**src/rtl/cpu_ctrl.sv**
```systemverilog
// cpu_ctrl: SimpleCPU control unit. Fetches and decodes 16-bit
// instructions and drives the register file, ALU and data memory.
//
// Ports:
//   clk, rst           rising-edge clock, synchronous active-high reset
//   I_addr, I_rd       instruction fetch address (PC) and read strobe
//   I_data             instruction word, combinational read
//   D_addr, D_rd, D_wr data-memory address and strobes
//   RF_s               W_data source: 00 ALU, 01 data memory, 10 const
//   RF_W_data          LOADC constant (zero-extended by datapath)
//   RF_W_addr, RF_W_wr register-file write port
//   RF_Rp_*, RF_Rq_*   register-file read ports (address, enable)
//   alu_s              00 pass A, 01 A+B, 10 A-B
//   RF_Rp_zero         datapath flag, Rp_data == 0
//   halted             HALT state indicator
//
// Optional: define CTRL_HALT_EN to make opcode 1111 enter a HALT state
// that holds until reset; otherwise 1111 is a NOP and halted is 0.
module cpu_ctrl #(
  parameter int IADDR_W = 16,
  parameter int DADDR_W = 8
) (
  input  logic               clk,
  input  logic               rst,
  output logic [IADDR_W-1:0] I_addr,
  output logic               I_rd,
  input  logic [15:0]        I_data,
  output logic [DADDR_W-1:0] D_addr,
  output logic               D_rd,
  output logic               D_wr,
  output logic [1:0]         RF_s,
  output logic [7:0]         RF_W_data,
  output logic [3:0]         RF_W_addr,
  output logic               RF_W_wr,
  output logic [3:0]         RF_Rp_addr,
  output logic               RF_Rp_rd,
  output logic [3:0]         RF_Rq_addr,
  output logic               RF_Rq_rd,
  output logic [1:0]         alu_s,
  input  logic               RF_Rp_zero,
  output logic               halted
);

  typedef enum logic [3:0] {
    S_INIT,
    S_FETCH,
    S_DECODE,
    S_LOAD,
    S_STORE,
    S_ADD,
    S_SUB,
    S_LOADC,
    S_JMPZ,
    S_JUMP,
    S_HALT
  } state_t;

  localparam logic [3:0] OP_LOAD  = 4'h0;
  localparam logic [3:0] OP_STORE = 4'h1;
  localparam logic [3:0] OP_ADD   = 4'h2;
  localparam logic [3:0] OP_LOADC = 4'h3;
  localparam logic [3:0] OP_SUB   = 4'h4;
  localparam logic [3:0] OP_JMPZ  = 4'h5;
`ifdef CTRL_HALT_EN
  localparam logic [3:0] OP_HALT  = 4'hF;
`endif

  localparam logic [1:0] SRC_ALU = 2'b00;
  localparam logic [1:0] SRC_MEM = 2'b01;
  localparam logic [1:0] SRC_CON = 2'b10;

  localparam logic [1:0] ALU_ADD = 2'b01;
  localparam logic [1:0] ALU_SUB = 2'b10;

  localparam logic [IADDR_W-1:0] ONE = IADDR_W'(1);

  state_t             state;
  logic [IADDR_W-1:0] pc;
  logic [15:0]        ir;

  logic [3:0]         op;
  logic [IADDR_W-1:0] off;

  assign op  = ir[15:12];
  assign off = {{(IADDR_W-8){ir[7]}}, ir[7:0]};

  always_ff @(posedge clk) begin
    if (rst) begin
      state <= S_INIT;
      pc    <= '0;
      ir    <= '0;
    end else begin
      unique case (state)
        S_INIT: state <= S_FETCH;
        S_FETCH: begin
          ir    <= I_data;
          pc    <= pc + ONE;
          state <= S_DECODE;
        end
        S_DECODE: begin
          case (op)
            OP_LOAD:  state <= S_LOAD;
            OP_STORE: state <= S_STORE;
            OP_ADD:   state <= S_ADD;
            OP_LOADC: state <= S_LOADC;
            OP_SUB:   state <= S_SUB;
            OP_JMPZ:  state <= S_JMPZ;
`ifdef CTRL_HALT_EN
            OP_HALT:  state <= S_HALT;
`endif
            default:  state <= S_FETCH;
          endcase
        end
        S_LOAD,
        S_STORE,
        S_ADD,
        S_SUB,
        S_LOADC: state <= S_FETCH;
        S_JMPZ: begin
          state <= RF_Rp_zero ? S_JUMP : S_FETCH;
        end
        S_JUMP: begin
          // PC already points past the JMPZ; the -1 makes
          // the offset relative to the JMPZ itself.
          pc    <= pc + off - ONE;
          state <= S_FETCH;
        end
        S_HALT: state <= S_HALT;
        default: state <= S_INIT;
      endcase
    end
  end

  // Moore decode. Everything is forced quiet while rst is
  // high so an aborted instruction never strobes on the
  // reset edge.
  always_comb begin
    I_addr     = pc;
    I_rd       = 1'b0;
    D_addr     = '0;
    D_rd       = 1'b0;
    D_wr       = 1'b0;
    RF_s       = SRC_ALU;
    RF_W_data  = '0;
    RF_W_addr  = '0;
    RF_W_wr    = 1'b0;
    RF_Rp_addr = '0;
    RF_Rp_rd   = 1'b0;
    RF_Rq_addr = '0;
    RF_Rq_rd   = 1'b0;
    alu_s      = 2'b00;
    halted     = 1'b0;
    if (rst) begin
      I_addr = '0;
    end else begin
      unique case (state)
        S_FETCH: I_rd = 1'b1;
        S_LOAD: begin
          D_addr    = ir[DADDR_W-1:0];
          D_rd      = 1'b1;
          RF_s      = SRC_MEM;
          RF_W_addr = ir[11:8];
          RF_W_wr   = 1'b1;
        end
        S_STORE: begin
          D_addr     = ir[DADDR_W-1:0];
          D_wr       = 1'b1;
          RF_Rp_addr = ir[11:8];
          RF_Rp_rd   = 1'b1;
        end
        S_ADD,
        S_SUB: begin
          RF_Rp_addr = ir[7:4];
          RF_Rp_rd   = 1'b1;
          RF_Rq_addr = ir[3:0];
          RF_Rq_rd   = 1'b1;
          alu_s      = (state == S_ADD) ? ALU_ADD : ALU_SUB;
          RF_s       = SRC_ALU;
          RF_W_addr  = ir[11:8];
          RF_W_wr    = 1'b1;
        end
        S_LOADC: begin
          RF_s      = SRC_CON;
          RF_W_data = ir[7:0];
          RF_W_addr = ir[11:8];
          RF_W_wr   = 1'b1;
        end
        S_JMPZ: begin
          RF_Rp_addr = ir[11:8];
          RF_Rp_rd   = 1'b1;
        end
        S_HALT: begin
`ifdef CTRL_HALT_EN
          halted = 1'b1;
`else
          halted = 1'b0;
`endif
        end
        default: ;
      endcase
    end
  end

endmodule

```
**config.mk**
```make
export PLATFORM = sky130hd
export DESIGN_NAME = cpu_ctrl
export DESIGN_NICKNAME = d
export VERILOG_FILES = /design/src/rtl/cpu_ctrl.sv
export SDC_FILE = /design/constraint.sdc
export NUM_CORES = 1
export LEC_CHECK = 0
export CORE_MARGIN = 1.5
export CORE_UTILIZATION = 51
export CTS_CLUSTER_DIAMETER = 150
export DETAILED_ROUTE_END_ITERATION = 12
export PLACE_DENSITY = 0.88
export SLEW_MARGIN = 40
export SYNTH_ARGS = -nofsm -noshare
export SYNTH_HDL_FRONTEND = slang
export SYNTH_SLANG_ARGS = --single-unit
```
**constraint.sdc**
```tcl
create_clock -name clk -period 3.44 [get_ports clk]
set_input_delay 0.344 -clock clk [delete_from_list [all_inputs] [get_ports clk]]
set_output_delay 0.344 -clock clk [all_outputs]
set_load 0.02 [all_outputs]
```
After elaboration in Yosys (flattened, before gate mapping)
Cells that the tools add are included.

Register bits: 36. Input port bits: 19. Output and inout port bits: 55. Word-level logic and storage cells: 62.

$add $sub $neg: 3. Equal/unequal tests: 15. Muxes and demuxes: 32. Reduce and logical (&&, ||, !) cells: 9.

Operators with widths (count): 8-bit 2-to-1 mux (4); 16-bit case mux with 2 select lines (1); 4-bit by 3-bit equality test with 1-bit output, second input constant (6); 4-bit 2-to-1 mux (6); 4-bit case mux with 6 select lines (1); 4-bit case mux with 5 select lines (1); 16-bit by 1-bit adder with 16-bit output, second input constant (1); 16-bit adder (1); 4-bit by 2-bit equality test with 1-bit output, second input constant (4); 16-bit 2-to-1 mux (1); 16-bit by 1-bit subtractor with 16-bit output, second input constant (1); 4-bit equality test, second input constant (3); 1-bit 2-to-1 mux (12); 4-bit by 1-bit equality test with 1-bit output, second input constant (2); 4-bit logical NOT (2); 2-bit 2-to-1 mux (4); 4-bit case mux with 2 select lines (1); 4-bit OR reduction (2); 7-bit OR reduction (1); 2-bit OR reduction (3); 2-bit case mux with 2 select lines (1); 2-bit nonzero test (1).

Longest topological paths before layout
Gate-level depths: netlist of the first run.

Word-level depth: 4. Gate-level depth with buffers: 12. Mapped depth without buffers: 12.

Worst setup path before layout of the first run
No wires, ideal clock.

Path kind: flip-flop to flip-flop. Start point: register pc[1]. End point: register pc[13]. Setup time: 0.114 ns. Arrival: 2.570 ns. Data required time: 3.326 ns. Setup slack: 0.755 ns. Cell stages (with the launch flop): 13. Path buffers: 0. Period minus slack after synthesis: 2.685 ns. Cells stage by stage: dfxtp_1 -> inv_1 -> ha_1 -> inv_1 -> ha_1 -> inv_1 -> fa_1 -> nor2b_1 -> o31a_1 -> o31a_1 -> o41ai_2 -> xor2_1 -> a2111oi_0.

Word-level cells in the longest chain between the ends: 3. Elaborated cells on any way between the ends: 4. Classes of those cells: 3 x add/sub; 1 x mux.

RTL lines: start, declared (line 78) `logic [IADDR_W-1:0] pc;`; start signal, assigned (line 97) `pc <= pc + ONE;`; start signal, assigned (line 125) `pc <= pc + off - ONE;`; 16-bit adder (line 125); 16-bit by 1-bit subtractor with 16-bit output (line 125); 16-bit case mux with 2 select lines * (line 93) `unique case (state)`.

Every way passes the cells marked *; elsewhere a longest branch is shown, timed or not. A chain may end at the register's enable or synchronous reset.

Final worst setup path of the first run
Start point: register state[1]. End point: output RF_W_addr[3].

Word-level cells in the longest chain between the ends: 4. Elaborated cells on any way between the ends: 7. Classes of those cells: 4 x eq/ne; 2 x mux; 1 x reduce/logical.

RTL lines: start, declared (line 77) `state_t state;`; start signal, assigned (line 120) `state <= RF_Rp_zero ? S_JUMP : S_FETCH;`; 4-bit by 3-bit equality test with 1-bit output or 4-bit by 2-bit equality test with 1-bit output (tied branches) (line 156) `unique case (state)`; 4-bit OR reduction (no source line) *; 4-bit 2-to-1 mux * (line 156); 4-bit 2-to-1 mux * (line 153) `if (rst) begin`; end, declared (line 33) `output logic [3:0] RF_W_addr,`.

Marked as above.

==> summary.md, run 1 <==
| Metric | Value |
|---|---|
| Status | `finished, final reports clean` |
| Inserted Diodes | `0` |
| Maximum ir drop on the vdd rail | `0.156 mV` |
| Largest family of logic cells by synthesized area | `simple AND/OR/NAND/NOR gates` |
| Via Count | `3516` |
| Global-route congestion overflow total | `0` |
| # clock sinks | `36` |
| Worst min-delay path category | `reg2reg` |
| Placed inst area | `3930 um^2` |
| Number of synthesized flops with an enable pin | `0` |
| Fraction of registers with async set or reset after synthesis | `0` |
| Y dimension of the die | `81.8 um` |
| Finished layout cell area | `4020 um^2` |
| Area overhead of the layout relative to synthesis | `26.8%` |
| Compound-cell area share of the yosys netlist | `0.230` |
| Fraction of layout cells with a size suffix above 1 | `0.0484` |
| Iter 0 DRT Violations | `290` |
| Share of the yosys chip area belonging to registers | `0.227` |
| Average cell area after synthesis | `6.95 um^2` |
| Post-CTS setup buffer count | `0` |
| Area share of xor/xnor cells in the synthesized design | `0.0249` |
| Net load switching power | `0.481 mW` |
| Footprint of the flip-flops and latches | `721 um^2` |
| Clock period minus worst slack | `3150 ps` |
| Post-layout net count | `566` |
| Data required time of the worst path | `3100 ps` |
| Global-route wire length before repair | `14700 um` |
| Cell Rows | `28` |
| Seq pwr share | `0.360` |
| Post-synthesis sequential element count | `36` |
| Remaining max-slew budget at the tightest pin | `0.503` |
| Leading register cell type out of synthesis | `sky130_fd_sc_hd__dfxtp_1` |
| Gate count of the mapped netlist | `456` |
| Largest net degree at the start of global routing | `30` |
| Post-synth design cell area | `3170 um^2` |
| Worst Tran Pin Value | `745 ps` |
| Multiplexer share of the synthesized area | `0.00987` |
| Number of pins with negative max-slew slack in the final report | `0` |
| Clk network pwr share | `0.252` |
| Power density of the placed cells | `324 nW/um^2` |
| Endpoint arrival time on the critical path | `2810 ps` |
| GRT Resource Usage Total | `0.284` |
| Net Sw Frac | `0.370` |
| Worst Path Class, Setup | `reg2out` |
| DRT Wirelength | `9280 um` |
| Internal portion of total power | `0.820 mW` |
| Post-route total power | `1.30 mW` |
| Pleak | `1.54 nW` |
| Critical Path Start Type | `register` |
| Cts bufs inserted | `5` |
| Critical path capture point type | `primary output` |
| Setup Viol. Count Final | `0` |
| Number of nets produced by synthesis | `506` |
| Avg Vias per Cell | `5.94` |
| Post-Layout Cell Count | `592` |
| Placed insts | `584` |
| Top-count cell post-synth | `sky130_fd_sc_hd__nor2_1` |
| IO Count | `74` |
| Number of antenna violations at the first check in global routing | `0` |
| Routed wirelength normalized by instance count | `15.7 um` |
| CTS Root Cell | `sky130_fd_sc_hd__clkbuf_8` |
| Total die area | `6700 um^2` |
| Post-synthesis adder-cell area fraction | `0.125` |
| Placer congestion estimate | `0.932` |
| Clk buf depth | `2` |
| Top post-synthesis cells by count | `sky130_fd_sc_hd__nor2_1, sky130_fd_sc_hd__inv_1, sky130_fd_sc_hd__nand2_1` |
| Synth area leaders | `sky130_fd_sc_hd__dfxtp_1, sky130_fd_sc_hd__ha_1, sky130_fd_sc_hd__nor2_1, sky130_fd_sc_hd__inv_1, sky130_fd_sc_hd__a21oi_1` |
| Count of maximum capacitance violations | `0` |
| Hold Violations, Final | `0` |
| Effective utilization at floorplan | `0.532` |
| Crit path max fanout | `13` |
| Floorplan die width | `81.8 um` |
| CTS H-tree depth | `2` |
| Clock transition at the registers of the reported paths | `70 ps` |
| Post-detail-place hpwl | `6870 um` |
| Final worst-path cycle share | `0.916` |
| Remaining routing DRC violations | `0` |
| Total negative setup slack | `0 ps` |
| Setup Skew | `3.46 ps` |
| Fill count | `506` |
| Count of antenna-violating nets left after detailed routing | `0` |
| Highest clock frequency the design can meet | `0.317 GHz` |
| Insertion delay to the later sink of the worst-skew pair | `300 ps` |
| Area of combinational cells with multiple inputs | `2130 um^2` |
| Unrepaired setup endpoints after global routing | `false` |
| Number of detailed-route iterations in the first pass | `5` |
| Vias in the first global route | `3142` |
| Core ar. | `5960 um^2` |
| Post-synthesis cell type count | `68` |
| Post-cts resize count | `0` |
| Share of power burned in combinational logic | `0.388` |
| Buffers added on ports | `72` |
| Number of warnings reported in the yosys synthesis log | `0` |
| Hold-fix buffers at CTS | `0` |
| Library cell with the largest summed area after synthesis | `sky130_fd_sc_hd__dfxtp_1` |
| Clock tree from TritonCTS | `yes` |
| Simple-Gate Fraction of Synth Area | `0.281` |
| Fraction of synthesized cell area taken by the top area cell type | `0.227` |
-- registers in the layout (all words and copies together), names as in the netlist --
signal,count
state,4
pc,16
ir,16
-- logic make-up (layout without fill, tap and decap cells) --
group / Yosys count / after routing
buffers and inverters: 82 / 143
XOR/XNOR: 9 / 9
adder cells (fa/ha/maj): 31 / 31
other: 1 / 1
flip-flops: 36 / 36
multiplexers: 3 / 3
AND/OR/NAND/NOR: 183 / 183
AO/OA/AOI/OAI: 111 / 111
-- worst max-delay path: stages, from the launching register on --
cell	delay, ps
sky130_fd_sc_hd__dfxtp_1	610
sky130_fd_sc_hd__nand2_1	420
sky130_fd_sc_hd__a21boi_0	630
sky130_fd_sc_hd__and2_1	220
sky130_fd_sc_hd__clkdlybuf4s50_1	620
-- placed cells by master (no fill, tap or decap), drive strengths merged, types with 2 or more instances in the layout --
cell type,synthesis,routed
a21o,3,3
o31a,2,2
nand2,47,47
a21boi,3,3
a31oi,4,4
inv,55,55
o21bai,2,2
clkdlybuf4s50,0,71
nor3,24,24
and3,6,6
mux2i,2,2
o21a,6,6
o41ai,2,2
a21oi,35,35
xor2,4,4
a211oi,5,5
dfxtp,36,36
nand3,9,9
clkbuf,19,7
or3,4,4
a2111oi,2,2
xnor2,5,5
o21ai,23,23
nand2b,5,5
a311oi,2,2
buf,8,9
a22oi,5,5
and2,8,8
nor3b,3,3
nor2b,4,4
nand4,2,2
a41oi,2,2
nor2,56,56
ha,30,30
nor4,10,10
-- path summary, 6_finish.rpt --
check,start,endpoint,slack [ps],cells past startpoint
worst max-delay path,state[1],RF_W_addr[3],290,4
worst min-delay path,ir[2],ir[2],460,2
worst max register to register,ir[7],pc[12],370,10
worst min register to register,ir[2],ir[2],460,2
-- power groups by stage --
stage               clock network [mW]  registers, mW  logic, mW
detailed placement                   0          0.477      0.491
global placement                     0          0.475      0.476
floorplan                            0          0.465      0.378
CTS                              0.329          0.468      0.495
global route                     0.345          0.472      0.557
finish                           0.328          0.469      0.505
-- layer usage --
| layer | up-vias | routed length (um) | part of all wire | track usage |
|---|---|---|---|---|
| li1 | 1696 | - | - | - |
| met1 | 1605 | 3900 | 0.42 | 0.367 |
| met2 | 185 | 4340 | 0.47 | 0.462 |
| met3 | 30 | 781 | 0.084 | 0.0567 |
| met4 | 0 | 265 | 0.029 | 0.110 |
| met5 | - | 0 | 0 | 0 |
-- final cells by class --
cell class / count / area share
sequential: 36 / 0.179
tap: 75 / 0.0233
multi-input combinational: 338 / 0.530
clock buffer: 7 / 0.0215
timing repair buffer: 80 / 0.193
inverter: 55 / 0.0514
clock inverter: 1 / 0.00187
-- metrics by stage --
stage / utilization / hold slack, ps / setup WS [ps]
2_1_floorplan: - / 436 / 755
3_3_place_gp: 0.659 / 444 / 622
3_5_place_dp: 0.659 / 453 / 443
4_1_cts: 0.675 / 464 / 391
5_1_grt: 0.675 / 483 / 47.1
6_report: 0.675 / 463 / 289
Note: power is estimated with default switching activity, not from simulation.
==> inputs of run 2 (changes only) <==
ABC_AREA = 0   (was unset)
SETUP_SLACK_MARGIN = 0.15   (was unset)
==> summary.md, run 2 (synthesized netlist as in run 1, its figures left out) <==
| Metric | Value |
|---|---|
| Data required time of the worst path | `3100 ps` |
| Fraction of layout cells with a size suffix above 1 | `0.0503` |
| Cell Rows | `28` |
| Clk network pwr share | `0.253` |
| Max layer used | `met4` |
| CTS Root Cell | `sky130_fd_sc_hd__clkbuf_8` |
| Endpoint arrival time on the critical path | `2750 ps` |
| Cts bufs inserted | `5` |
| Setup Viol. Count Final | `0` |
| Number of antenna violations at the first check in global routing | `0` |
| Internal portion of total power | `0.820 mW` |
| Critical path capture point type | `primary output` |
| Fill count | `507` |
| Count of maximum capacitance violations | `0` |
| Clock period minus worst slack | `3100 ps` |
| Buffers added on ports | `72` |
| Final design utilization | `0.676` |
| Met2 layer wire length in the routed design | `4460 um` |
| Number of pins with negative max-slew slack in the final report | `0` |
| Avg Vias per Cell | `5.95` |
| Worst slack after detailed placement | `443 ps` |
| M1 wire length | `3870 um` |
| Net Sw Frac | `0.372` |
| Count of antenna-violating nets left after detailed routing | `0` |
| Footprint of the flip-flops and latches | `721 um^2` |
| Status | `finished, final reports clean` |
| Number of detailed-route iterations in the first pass | `5` |
| Setup Skew | `3.33 ps` |
| Worst Path Class, Setup | `reg2out` |
| Routed length on met3 | `746 um` |
| GRT Resource Usage Total | `0.284` |
| Inserted Diodes | `0` |
| Highest clock frequency the design can meet | `0.323 GHz` |
| Area of combinational cells with multiple inputs | `2140 um^2` |
| IO Count | `74` |
| Net load switching power | `0.486 mW` |
| Vias in the first global route | `3142` |
| Placer congestion estimate | `0.932` |
| Y dimension of the die | `81.8 um` |
| Core ar. | `5960 um^2` |
| Routed wirelength normalized by instance count | `15.7 um` |
| Biggest registers after layout | `ir (16), pc (16), state (4)` |
| Post-layout net count | `566` |
| Unrepaired setup endpoints after global routing | `false` |
| Effective utilization at floorplan | `0.532` |
| Power density of the placed cells | `324 nW/um^2` |
| DRT Wirelength | `9300 um` |
| Largest net degree at the start of global routing | `30` |
| Global-route wire length before repair | `14700 um` |
| Final worst-path cycle share | `0.900` |
| CTS H-tree depth | `2` |
| Worst min-delay path category | `reg2reg` |
| Floorplan die width | `81.8 um` |
| Seq pwr share | `0.359` |
| Share of power burned in combinational logic | `0.388` |
| Worst Tran Pin Value | `711 ps` |
| Remaining routing DRC violations | `0` |
| # clock sinks | `36` |
| Insertion delay to the later sink of the worst-skew pair | `300 ps` |
| Area overhead of the layout relative to synthesis | `27.0%` |
| Hold Violations, Final | `0` |
| Clock tree from TritonCTS | `yes` |
| Pleak | `1.54 nW` |
| Most common cell after layout, fill and taps aside | `sky130_fd_sc_hd__clkdlybuf4s50_1` |
| Iter 0 DRT Violations | `288` |
| Total die area | `6700 um^2` |
| Clk buf depth | `2` |
| Via Count | `3523` |
| Global-route congestion overflow total | `0` |
| Total negative setup slack | `0 ps` |
| Clock transition at the registers of the reported paths | `80 ps` |
| Crit path max fanout | `13` |
| Critical Path Start Type | `register` |
| Remaining max-slew budget at the tightest pin | `0.525` |
| Final Worst Setup Slack | `344 ps` |
| Post-detail-place hpwl | `6870 um` |
| Commonest non-fill, non-tap cells in the layout | `sky130_fd_sc_hd__clkdlybuf4s50_1, sky130_fd_sc_hd__nor2_1, sky130_fd_sc_hd__inv_1` |
| Maximum ir drop on the vdd rail | `0.156 mV` |
[run 2: cell counts in the layout (fill, tap and decap cells not counted)]
No cell type changed its count.
[run 2: layer usage]
metal  vias to the layer above  track usage
li1                       1695            -
met1                      1636        0.367
met2                       168        0.462
met3                        24       0.0567
met4                         0        0.110
met5                         -            0
[run 2: worst max-delay path, stage by stage (launching register included)]
cell and delay, ps:
sky130_fd_sc_hd__dfxtp_1 610, sky130_fd_sc_hd__nand2_1 410, sky130_fd_sc_hd__a21boi_0 590, sky130_fd_sc_hd__and2_1 210
sky130_fd_sc_hd__clkdlybuf4s50_1 620
[run 2: metrics by stage]
step	cells	cell area, um^2	hold slack (ps)	power [mW]
floorplan	456	3170	436	0.842
global placement	584	3930	444	0.951
detailed placement	584	3930	453	0.968
CTS	592	4020	464	1.29
global route	592	4030	483	1.38
finish	592	4030	461	1.31
[run 2: power by group through the flow]
stage	Sequential (mW)	Combinational, mW	Clock, mW
5_1_grt	0.472	0.559	0.345
6_report	0.469	0.507	0.330
4_1_cts	0.468	0.495	0.329
3_3_place_gp	0.475	0.476	0
2_1_floorplan	0.465	0.378	0
3_5_place_dp	0.477	0.491	0
[run 2: path summary, 6_finish.rpt]
check                start  cells after the start  slack (ps)      endpoint
setup / recovery  state[1]                      4         340  RF_W_addr[3]
hold / removal       ir[0]                      2         460         ir[0]
setup reg to reg     ir[7]                     10         350        pc[12]
hold reg to reg      ir[0]                      2         460         ir[0]
[run 2: final cells by class]
| cell class | instances | share of cell area |
|---|---|---|
| clock buffers | 7 | 0.0214 |
| multi-input cells | 338 | 0.530 |
| well taps | 75 | 0.0233 |
| repair buffers | 80 | 0.193 |
| flip-flops and latches | 36 | 0.179 |
| clock inverters | 1 | 0.00186 |
| inverters | 55 | 0.0513 |
[run 2: what timing repair did]
item / CTS / global route
endpoints found under the setup margin: 0 / 1
buffers inserted: 0 / 0
hold buffers: 0 / 0
gates resized for setup: 0 / 2
==> inputs of run 3 (changes only) <==
CTS_CLUSTER_DIAMETER = 80   (was 150)
SLEW_MARGIN = 20   (was 40)
==> results of run 3 <==
Final layout, timing and power as in run 2 (identical DEF).
